===== src/rtl/fb_access_arbiter.sv =====
// Round-robin arbiter sharing the framebuffer SRAM GPU port between the rasteriser (req 0)
// and the clear/readback engine (req 1); accesses issue only during blanking and replay on collision.
module fb_access_arbiter #(
    parameter int ADDR_W = 18,
    parameter int DATA_W = 16
) (
    input  logic              I_CLK,
    input  logic              I_RST_N,
    input  logic              I_VIDEO_ON,
    input  logic [1:0]        I_REQ_VALID,
    input  logic [1:0]        I_REQ_WE,
    input  logic [ADDR_W-1:0] I_REQ_ADDR0,
    input  logic [ADDR_W-1:0] I_REQ_ADDR1,
    input  logic [DATA_W-1:0] I_REQ_DATA0,
    input  logic [DATA_W-1:0] I_REQ_DATA1,
    output logic [1:0]        O_REQ_READY,
    output logic [DATA_W-1:0] O_RDATA,
    output logic [1:0]        O_RDATA_VALID,
    input  logic [DATA_W-1:0] I_GPU_DATA,
    output logic [ADDR_W-1:0] O_GPU_ADDR,
    output logic [DATA_W-1:0] O_GPU_DATA,
    output logic              O_GPU_READ,
    output logic              O_GPU_WRITE,
    output logic              O_BUSY
);

    typedef enum logic [1:0] {IDLE, ACCESS, WAIT_BLANK} state_t;

    state_t            state_q, state_d;
    logic              prio_q, prio_d;
    logic              owner_q, owner_d;
    logic              we_q, we_d;
    logic [ADDR_W-1:0] addr_q, addr_d;
    logic [DATA_W-1:0] data_q, data_d;
    logic              rd_q, rd_d;
    logic              wr_q, wr_d;
    logic [DATA_W-1:0] rdata_q, rdata_d;
    logic [1:0]        rvld_q, rvld_d;
    logic              win;

    // Strobes are registered and set only on entry to ACCESS, so they are high exactly in ACCESS.
    always_comb begin
        state_d     = state_q;
        prio_d      = prio_q;
        owner_d     = owner_q;
        we_d        = we_q;
        addr_d      = addr_q;
        data_d      = data_q;
        rdata_d     = rdata_q;
        rd_d        = 1'b0;
        wr_d        = 1'b0;
        rvld_d      = 2'b00;
        O_REQ_READY = 2'b00;
        win         = I_REQ_VALID[prio_q] ? prio_q : ~prio_q;
        case (state_q)
            IDLE: begin
                if (!I_VIDEO_ON && (|I_REQ_VALID)) begin
                    O_REQ_READY[win] = 1'b1;
                    owner_d          = win;
                    we_d             = I_REQ_WE[win];
                    addr_d           = win ? I_REQ_ADDR1 : I_REQ_ADDR0;
                    data_d           = win ? I_REQ_DATA1 : I_REQ_DATA0;
                    prio_d           = ~win;
                    rd_d             = ~I_REQ_WE[win];
                    wr_d             = I_REQ_WE[win];
                    state_d          = ACCESS;
                end
            end
            ACCESS: begin
                if (!I_VIDEO_ON) begin
                    if (!we_q) begin
                        rdata_d         = I_GPU_DATA;
                        rvld_d[owner_q] = 1'b1;
                    end
                    state_d = IDLE;
                end else begin
                    state_d = WAIT_BLANK;
                end
            end
            WAIT_BLANK: begin
                if (!I_VIDEO_ON) begin
                    rd_d    = ~we_q;
                    wr_d    = we_q;
                    state_d = ACCESS;
                end
            end
            default: state_d = IDLE;
        endcase
    end

    always_ff @(posedge I_CLK or negedge I_RST_N) begin
        if (!I_RST_N) begin
            state_q <= IDLE;
            prio_q  <= 1'b0;
            owner_q <= 1'b0;
            we_q    <= 1'b0;
            addr_q  <= '0;
            data_q  <= '0;
            rd_q    <= 1'b0;
            wr_q    <= 1'b0;
            rdata_q <= '0;
            rvld_q  <= 2'b00;
        end else begin
            state_q <= state_d;
            prio_q  <= prio_d;
            owner_q <= owner_d;
            we_q    <= we_d;
            addr_q  <= addr_d;
            data_q  <= data_d;
            rd_q    <= rd_d;
            wr_q    <= wr_d;
            rdata_q <= rdata_d;
            rvld_q  <= rvld_d;
        end
    end

    assign O_GPU_ADDR    = addr_q;
    assign O_GPU_DATA    = data_q;
    assign O_GPU_READ    = rd_q;
    assign O_GPU_WRITE   = wr_q;
    assign O_RDATA       = rdata_q;
    assign O_RDATA_VALID = rvld_q;
    assign O_BUSY        = (state_q != IDLE);

endmodule


===== config.mk =====
export PLATFORM = sky130hd
export DESIGN_NAME = fb_access_arbiter
export DESIGN_NICKNAME = d
export VERILOG_FILES = /design/src/rtl/fb_access_arbiter.sv
export SDC_FILE = /design/constraint.sdc
export NUM_CORES = 1
export LEC_CHECK = 0
export CAP_MARGIN = 20
export CORE_ASPECT_RATIO = 1.2
export CORE_UTILIZATION = 62
export DETAILED_ROUTE_END_ITERATION = 6
export DONT_BUFFER_PORTS = 1
export HOLD_SLACK_MARGIN = 0.06
export MAX_ROUTING_LAYER = met4
export PLACE_DENSITY = 0.84
export SLEW_MARGIN = 20
export SYNTH_ARGS = -nofsm -noshare
export SYNTH_HDL_FRONTEND = slang
export SYNTH_SLANG_ARGS = --single-unit

===== constraint.sdc =====
create_clock -name I_CLK -period 2 [get_ports I_CLK]
set_clock_uncertainty 0.1 [all_clocks]
set_input_delay 0.3 -clock I_CLK [delete_from_list [all_inputs] [get_ports I_CLK]]
set_output_delay 0.3 -clock I_CLK [all_outputs]
set_load 0.02 [all_outputs]

==> run_results.csv <==
group,metric,value,unit
outcome,status,"complete, but fails checks",
outcome,violations,"negative setup slack",
global_routing,grt_pass1_wl,9260,µm
layout,multi_input_area,0.00112,mm²
hold_path,min_path_type,"input pin to flip-flop",
clock_tree,cts.clk_slew.worst_paths,0.06,ns
worst_setup_path,slowest_stage,"or3_4",
clock_tree,cts.sinks,59,
floorplanning,die_w,62.3,µm
timing,grt_setup_unrepaired,"yes",
floorplanning,start_util,66.5,%
worst_setup_path,crit_path_start_kind,"flip-flop",
worst_setup_path,end_kind,"primary output",
worst_setup_path,slowest_delay,0.42,ns
place,hpwl,4070,µm
layout,syn2layout_area_growth,21.6,%
worst_setup_path,r2r_slack,0.07,ns
synth,async_flop_share,100,%
detailed_routing,via_per_inst,5.80,
timing,max_freq,493,MHz
layout,register_area,0.00148,mm²
timing,timing.setup.tns,-0.0361,ns
flow_run,timing.max_cap.violations,0,
layout,utilization,80.9,%
timing,finalMaxSlewViolations,0,
worst_setup_path,path_cells,"or2_4, or3_4, nor2_4",
global_routing,grt_pass1_vias,2037,
synth,synth_edf_count,0,
detailed_routing,wl_per_cell,19.4,µm
power,ir_worst_vdd,960,µV
layout,drive_above_1_share,29.8,%
clock_tree,cts_buffers,9,
layout,layout.cells.non_filler,312,
worst_setup_path,cp_data_required_time,1.60,ns
worst_setup_path,path_max_fanout,3,
global_routing,grtUsageTotal,28.2,%
detailed_routing,first_pass_iters,4,
power,powerDensity,1680,mW/mm²
power,p_leak,0.00153,µW
floorplanning,die_h,74.4,µm
worst_setup_path,worstPathArrival,1.63,ns
detailed_routing,wirelength,6040,µm
clock_tree,cts_buffer_depth,2,
synth,synth.distinct_cells,27,
synth,synth_fp_nets,305,
detailed_routing,drc_errors,0,
floorplanning,num_rows,25,
detailed_routing,drt_iter0_drc,88,
layout,antenna_cells,0,
synth,synth-seq-cells,59,
timing,setup_ws,-0.0289,ns
layout,final_common_cell,"dfrtp_1",
layout,final_cell_mix,"dfrtp_1 (59), mux2i_1 (35), nand2_1 (35), dlygate4sd3_1 (31), o21ai_2 (30)",
worst_setup_path,crit_type,"flip-flop to primary output",
synth,yosys_most_used_dff,"dfrtp_1",
timing,slew_headroom,78.3,%
clock_tree,clk_latency,0.33,ns
clock_tree,cts_tree,"yes",
synth,ys_seq_area_share,54.6,%
synth,ys_warn_count,0,
floorplanning,die-area,0.00463,mm²
global_routing,antenna_found_initial,0,
place,portBuffers,0,
detailed_routing,vias,1811,
layout,nFillCells,223,
timing,finalHoldViolCount,0,
global_routing,grt_max_degree,60,
power,finalPower,5540,µW
timing,period_share,101,%
detailed_routing,antenna_left,0,
global_routing,overflow,0,
timing,post-route-min-period,2.03,ns
floorplanning,fp.coreArea,0.00407,mm²
timing,setup_viol,2,
timing,worstMarginPinSlew,0.316,ns
synth,syn_avg_cell_area,12.6,µm²
clock_tree,ctsRootBufferMaster,"clkbuf_8",
floorplanning,ios,148,
clock_tree,cts_max_level,3,
layout,layout.nets,344,
synth,netlist_instances,214,
place,dp_cells,263,
place,routabilityCongestion,0.682,
synth,syn_area,0.00271,mm²
worst paths after layout:
check	start	to	depth (start not counted)
max in group asynchronous	I_RST_N	O_RDATA[8]	2
min in group asynchronous	I_RST_N	prio_q	2
worst max-delay path	state_q[1]	O_REQ_READY[1]	3
worst max register to register	state_q[1]	O_GPU_ADDR[4]	6
worst min register to register	owner_q	O_RDATA_VALID[0]	1
worst min-delay path	I_REQ_DATA1[5]	O_GPU_DATA[5]	2
through the flow:
step	worst slack [ns]	instance area, µm²	hold WS [ns]
after floorplan	0.185	2710	-0.0956
after global placement	0.127	2750	-0.0945
after detailed placement	0.103	2750	-0.0942
after CTS	-0.0250	3290	0.0603
after global routing	-0.0805	3290	0.0646
final	-0.0289	3290	0.0670
metal layers:
layer	vias to the layer above	global-route usage [%]	routed length, µm
met4	0	20.7	257
li1	823	-	-
met2	108	52.3	3340
met1	852	24.5	1950
met5	-	-	0
met3	28	8.13	496
worst max-delay path, delay by kind of cell (launching register included):
kind / cells / cell delay [ns]
and+or+nand+nor: 3 / 0.92
DFF: 1 / 0.38
layout make-up:
| class | instances | area share [%] |
|---|---|---|
| well taps | 54 | 2.05 |
| flip-flops and latches | 59 | 44.9 |
| clock inverters | 2 | 1.06 |
| inverters | 2 | 0.228 |
| multi-input cells | 140 | 34.1 |
| repair buffers | 41 | 13.1 |
| clock buffers | 14 | 4.64 |
power by group:
| group | total (µW) | switching, µW | internal, µW |
|---|---|---|---|
| Combinational | 1730 | 913 | 814 |
| Clock | 1030 | 423 | 610 |
| Sequential | 2780 | 1030 | 1750 |
synthesized netlist by cell type (2+ instances only):
| library cell | n | area share [%] |
|---|---|---|
| mux2_2 | 16 | 6.7 |
| buf_2 | 4 | 0.74 |
| o21ai_1 | 4 | 0.74 |
| o21ai_2 | 30 | 9.7 |
| and2_1 | 3 | 0.69 |
| nor2_1 | 2 | 0.28 |
| mux2i_1 | 35 | 13 |
| inv_1 | 2 | 0.28 |
| dfrtp_1 | 59 | 55 |
| buf_6 | 8 | 3.3 |
| nand2_1 | 35 | 4.9 |
cells by family after synthesis:
group                     count (synthesis)  synth area share [%]
AOI/OAI and AO/OA                        40                  12.2
xor gates and xnor gates                  1                 0.324
buffers and inverters                    15                  4.63
DFF                                      59                  54.6
muxes                                    51                  19.6
and+or+nand+nor                          48                  8.65
registers in the layout (all words and copies together) (netlist names):
register	flops
prio_q	1
O_GPU_READ	1
we_q	1
state_q	2
owner_q	1
O_GPU_ADDR	18
O_RDATA	16
O_GPU_DATA	16
O_GPU_WRITE	1
O_RDATA_VALID	2
timing repair:
action / in CTS / in global routing
cloned: 0 / 0
hold buffers: 32 / 0
setup endpoints to repair: 2 / 2
hold endpoints to repair: 84 / 0
resized for setup: 2 / 0
pin swaps: 2 / 0
buffers inserted: 1 / 0
Power figures use the tool's default switching activity.
==> edit, RTL diff (same settings) <==
Encoding of `state_t`: now one-hot (3 bits for 3 states).
--- a/src/rtl/fb_access_arbiter.sv
+++ b/src/rtl/fb_access_arbiter.sv
@@ -24,7 +24,7 @@
     output logic              O_BUSY
 );
 
-    typedef enum logic [1:0] {IDLE, ACCESS, WAIT_BLANK} state_t;
+    typedef enum logic [2:0] {IDLE = 3'b001, ACCESS = 3'b010, WAIT_BLANK = 3'b100} state_t;
 
     state_t            state_q, state_d;
     logic              prio_q, prio_d;
Behaviour: same outputs for any inputs over 10 cycles, from zero or initial values and one cycle with I_RST_N low; not proved beyond that.
==> edit against the original RTL <==
The run ends with design-rule violations left; sequential power decreased by 8.3%; synthesized cell count increased by 4.7%; core utilization decreased by 1.0 points; hold slack improved by 0.025 ns; wire length decreased by 0.45%; register-to-register slack improved by 0.11 ns; via count decreased by 0.88%; final area decreased by 3.6%; setup slack improved by 0.053 ns; area after synthesis decreased by 3.6%; sequential cell count increased by 1; total power decreased by 16%; combinational power decreased by 35%; largest power group unchanged.
==> edit: results (changes against the original RTL) <==
failing checks=design-rule violations; adder-cell share of the synthesized area=0 (unchanged); CP Capture Point=O_REQ_READY[0]; CP max FO=3 (unchanged); n_diodes=0 (unchanged); R2R Setup Slk=0.18 ns (+0.11 ns); max FFs per register=18 (unchanged); Synth Area in XOR/XNOR=0 (-0.00324); Syn Nets=315 (+3.3%); number of global-route vias before repair=1,861 (-8.6%); Hold Path Class=input pin to flop; Root Driver=clkbuf_8; drt via density=5.68 (-2.1%); Reg2Reg Depth=7 (+1); GR Util All Layers=0.279 (-0.00285); Final Wtd Congestion=0.715 (+4.8%); I/O Buffers=0 (unchanged); antenna violations before repair=0 (unchanged); Ys Warns=0 (unchanged); Slew Limit Headroom=0.358 (-0.425); Reg clk slew, reported paths=0.07 ns; multiplexer area fraction after synthesis=0.203 (+0.00724); Iter 0 DRT Violations=97 (+10%); HPWL after DPL=3.54 mm (-13%); min-delay src=I_REQ_DATA1[8]; worst r2r dst=O_GPU_DATA[10]$_DFFE_PN0P_; # DRC=1 (+1); run status=complete, but fails checks; P_leak=1.42 nW (-7.4%); WL final=6.01 mm (-0.45%); synth top area cells=dfrtp_1 57%, mux2i_1 13%, a21oi_1 7.3%; worst vdd ir=0.000991 V (+3.2%); Critical Path Source=state_q[0]$_DFFE_PN1P_; placed cells=273 (+3.8%); first-pass GRT wire length=8.49 mm (-8.3%); Syn Inst Count=224 (+4.7%); Seq/Total Area, Yosys=0.576 (+0.0302); post-synth cell types=24 (-11%); # H-tree levels=3 (unchanged); Post-synth top cells=59 x dfrtp_1, 38 x a21oi_1, 37 x nor2_1; filler cell count=252 (+13%); ys async rst share=1.00 (unchanged); WL/cell=19.0 um (-1.7%); First-pass DRT Iterations=7 (+3); Final #Nets=348 (+1.2%); clk buf depth=2 (unchanged); complex-gate fraction of the synthesized area=0.0859 (-0.0363); largest net degree at the start of global routing=61 (+1.7%); fraction of layout cells with a size suffix above 1=0.210 (-0.0885); later-pin clock latency in the skew report=0.32 ns
## edit: cell count changes after synthesis, sizes merged, moves of 2 or more
| cell | unedited run | this run |
|---|---|---|
| a21oi | 2 | 38 |
| nand2 | 35 | 1 |
| nand2b | 1 | 6 |
| nor2 | 3 | 37 |
| nor4 | 0 | 2 |
| o21ai | 35 | 2 |
## edit: metal layers
layer	routed length [um]	global-route usage
met3	540	0.0798
met5	0	-
met4	121	0.116
met2	3330	0.495
met1	2020	0.278
## edit: timing repair
item / CTS / global route
hold buffers: 20 / 0
gates cloned: 1 / 0
buffers inserted: 4 / 2
gates resized for setup: 2 / 1
pin swaps: 2 / 1
endpoints found under the setup margin: 12 / 2
hold endpoints to repair: 78 / 0
## edit: logic make-up (layout without fill, tap and decap cells)
logic type | after synthesis | count (layout)
flip-flops | 60 | 60
AND/OR/NAND/NOR | 54 | 54
multiplexers | 51 | 51
AO/OA/AOI/OAI | 43 | 44
buffers and inverters | 16 | 53
## edit: how the worst min path moves through the flow
stage / end / slack (ns) / cells after the start
3_5_place_dp: O_RDATA[1]$_DFFE_PN0P_ / -0.09 / 0
4_1_cts: O_GPU_DATA[8]$_DFFE_PN0P_ / 0.08 / 2
6_report: O_GPU_DATA[8]$_DFFE_PN0P_ / 0.09 / 2
2_1_floorplan: O_GPU_ADDR[0]$_DFFE_PN0P_ / -0.1 / 0
3_3_place_gp: O_RDATA[14]$_DFFE_PN0P_ / -0.09 / 0
5_1_grt: O_GPU_ADDR[11]$_DFFE_PN0P_ / 0.10 / 2
## edit: area by class of cell
class | count | area share
Clock buffer | 12 | 0.0521
Inverter | 3 | 0.00355
Tap cell | 54 | 0.0213
Timing Repair Buffer | 34 | 0.110
Clock inverter | 4 | 0.00710
Multi-Input combinational cell | 149 | 0.333
Sequential cell | 60 | 0.474
## edit: worst max-delay path: stages (launching register included)
cell and delay, ns:
dfstp_2 0.57, nand2b_4 0.07, nor4_4 0.27, buf_4 0.18, and2_4 0.17
## edit: power breakdown
group / internal (mW) / total, mW / switching (mW)
logic: 0.579 / 1.13 / 0.546
registers: 1.67 / 2.55 / 0.879
clock network: 0.545 / 0.995 / 0.451
total: 2.80 / 4.67 / 1.88
## edit: through the flow
step | worst slack [ns] | cell area, um2 | utilization | hold slack, ns | setup TNS, ns
CTS | -0.0884 | 3160 | 0.795 | 0.0824 | -0.105
global route | -0.0488 | 3170 | 0.799 | 0.103 | -0.0826
detailed placement | -0.0452 | 2700 | 0.681 | -0.0949 | -0.136
finish | 0.0240 | 3170 | 0.799 | 0.0915 | 0
floorplan | 0.246 | 2610 | - | -0.0956 | 0
global placement | 0.00792 | 2700 | 0.681 | -0.0947 | 0
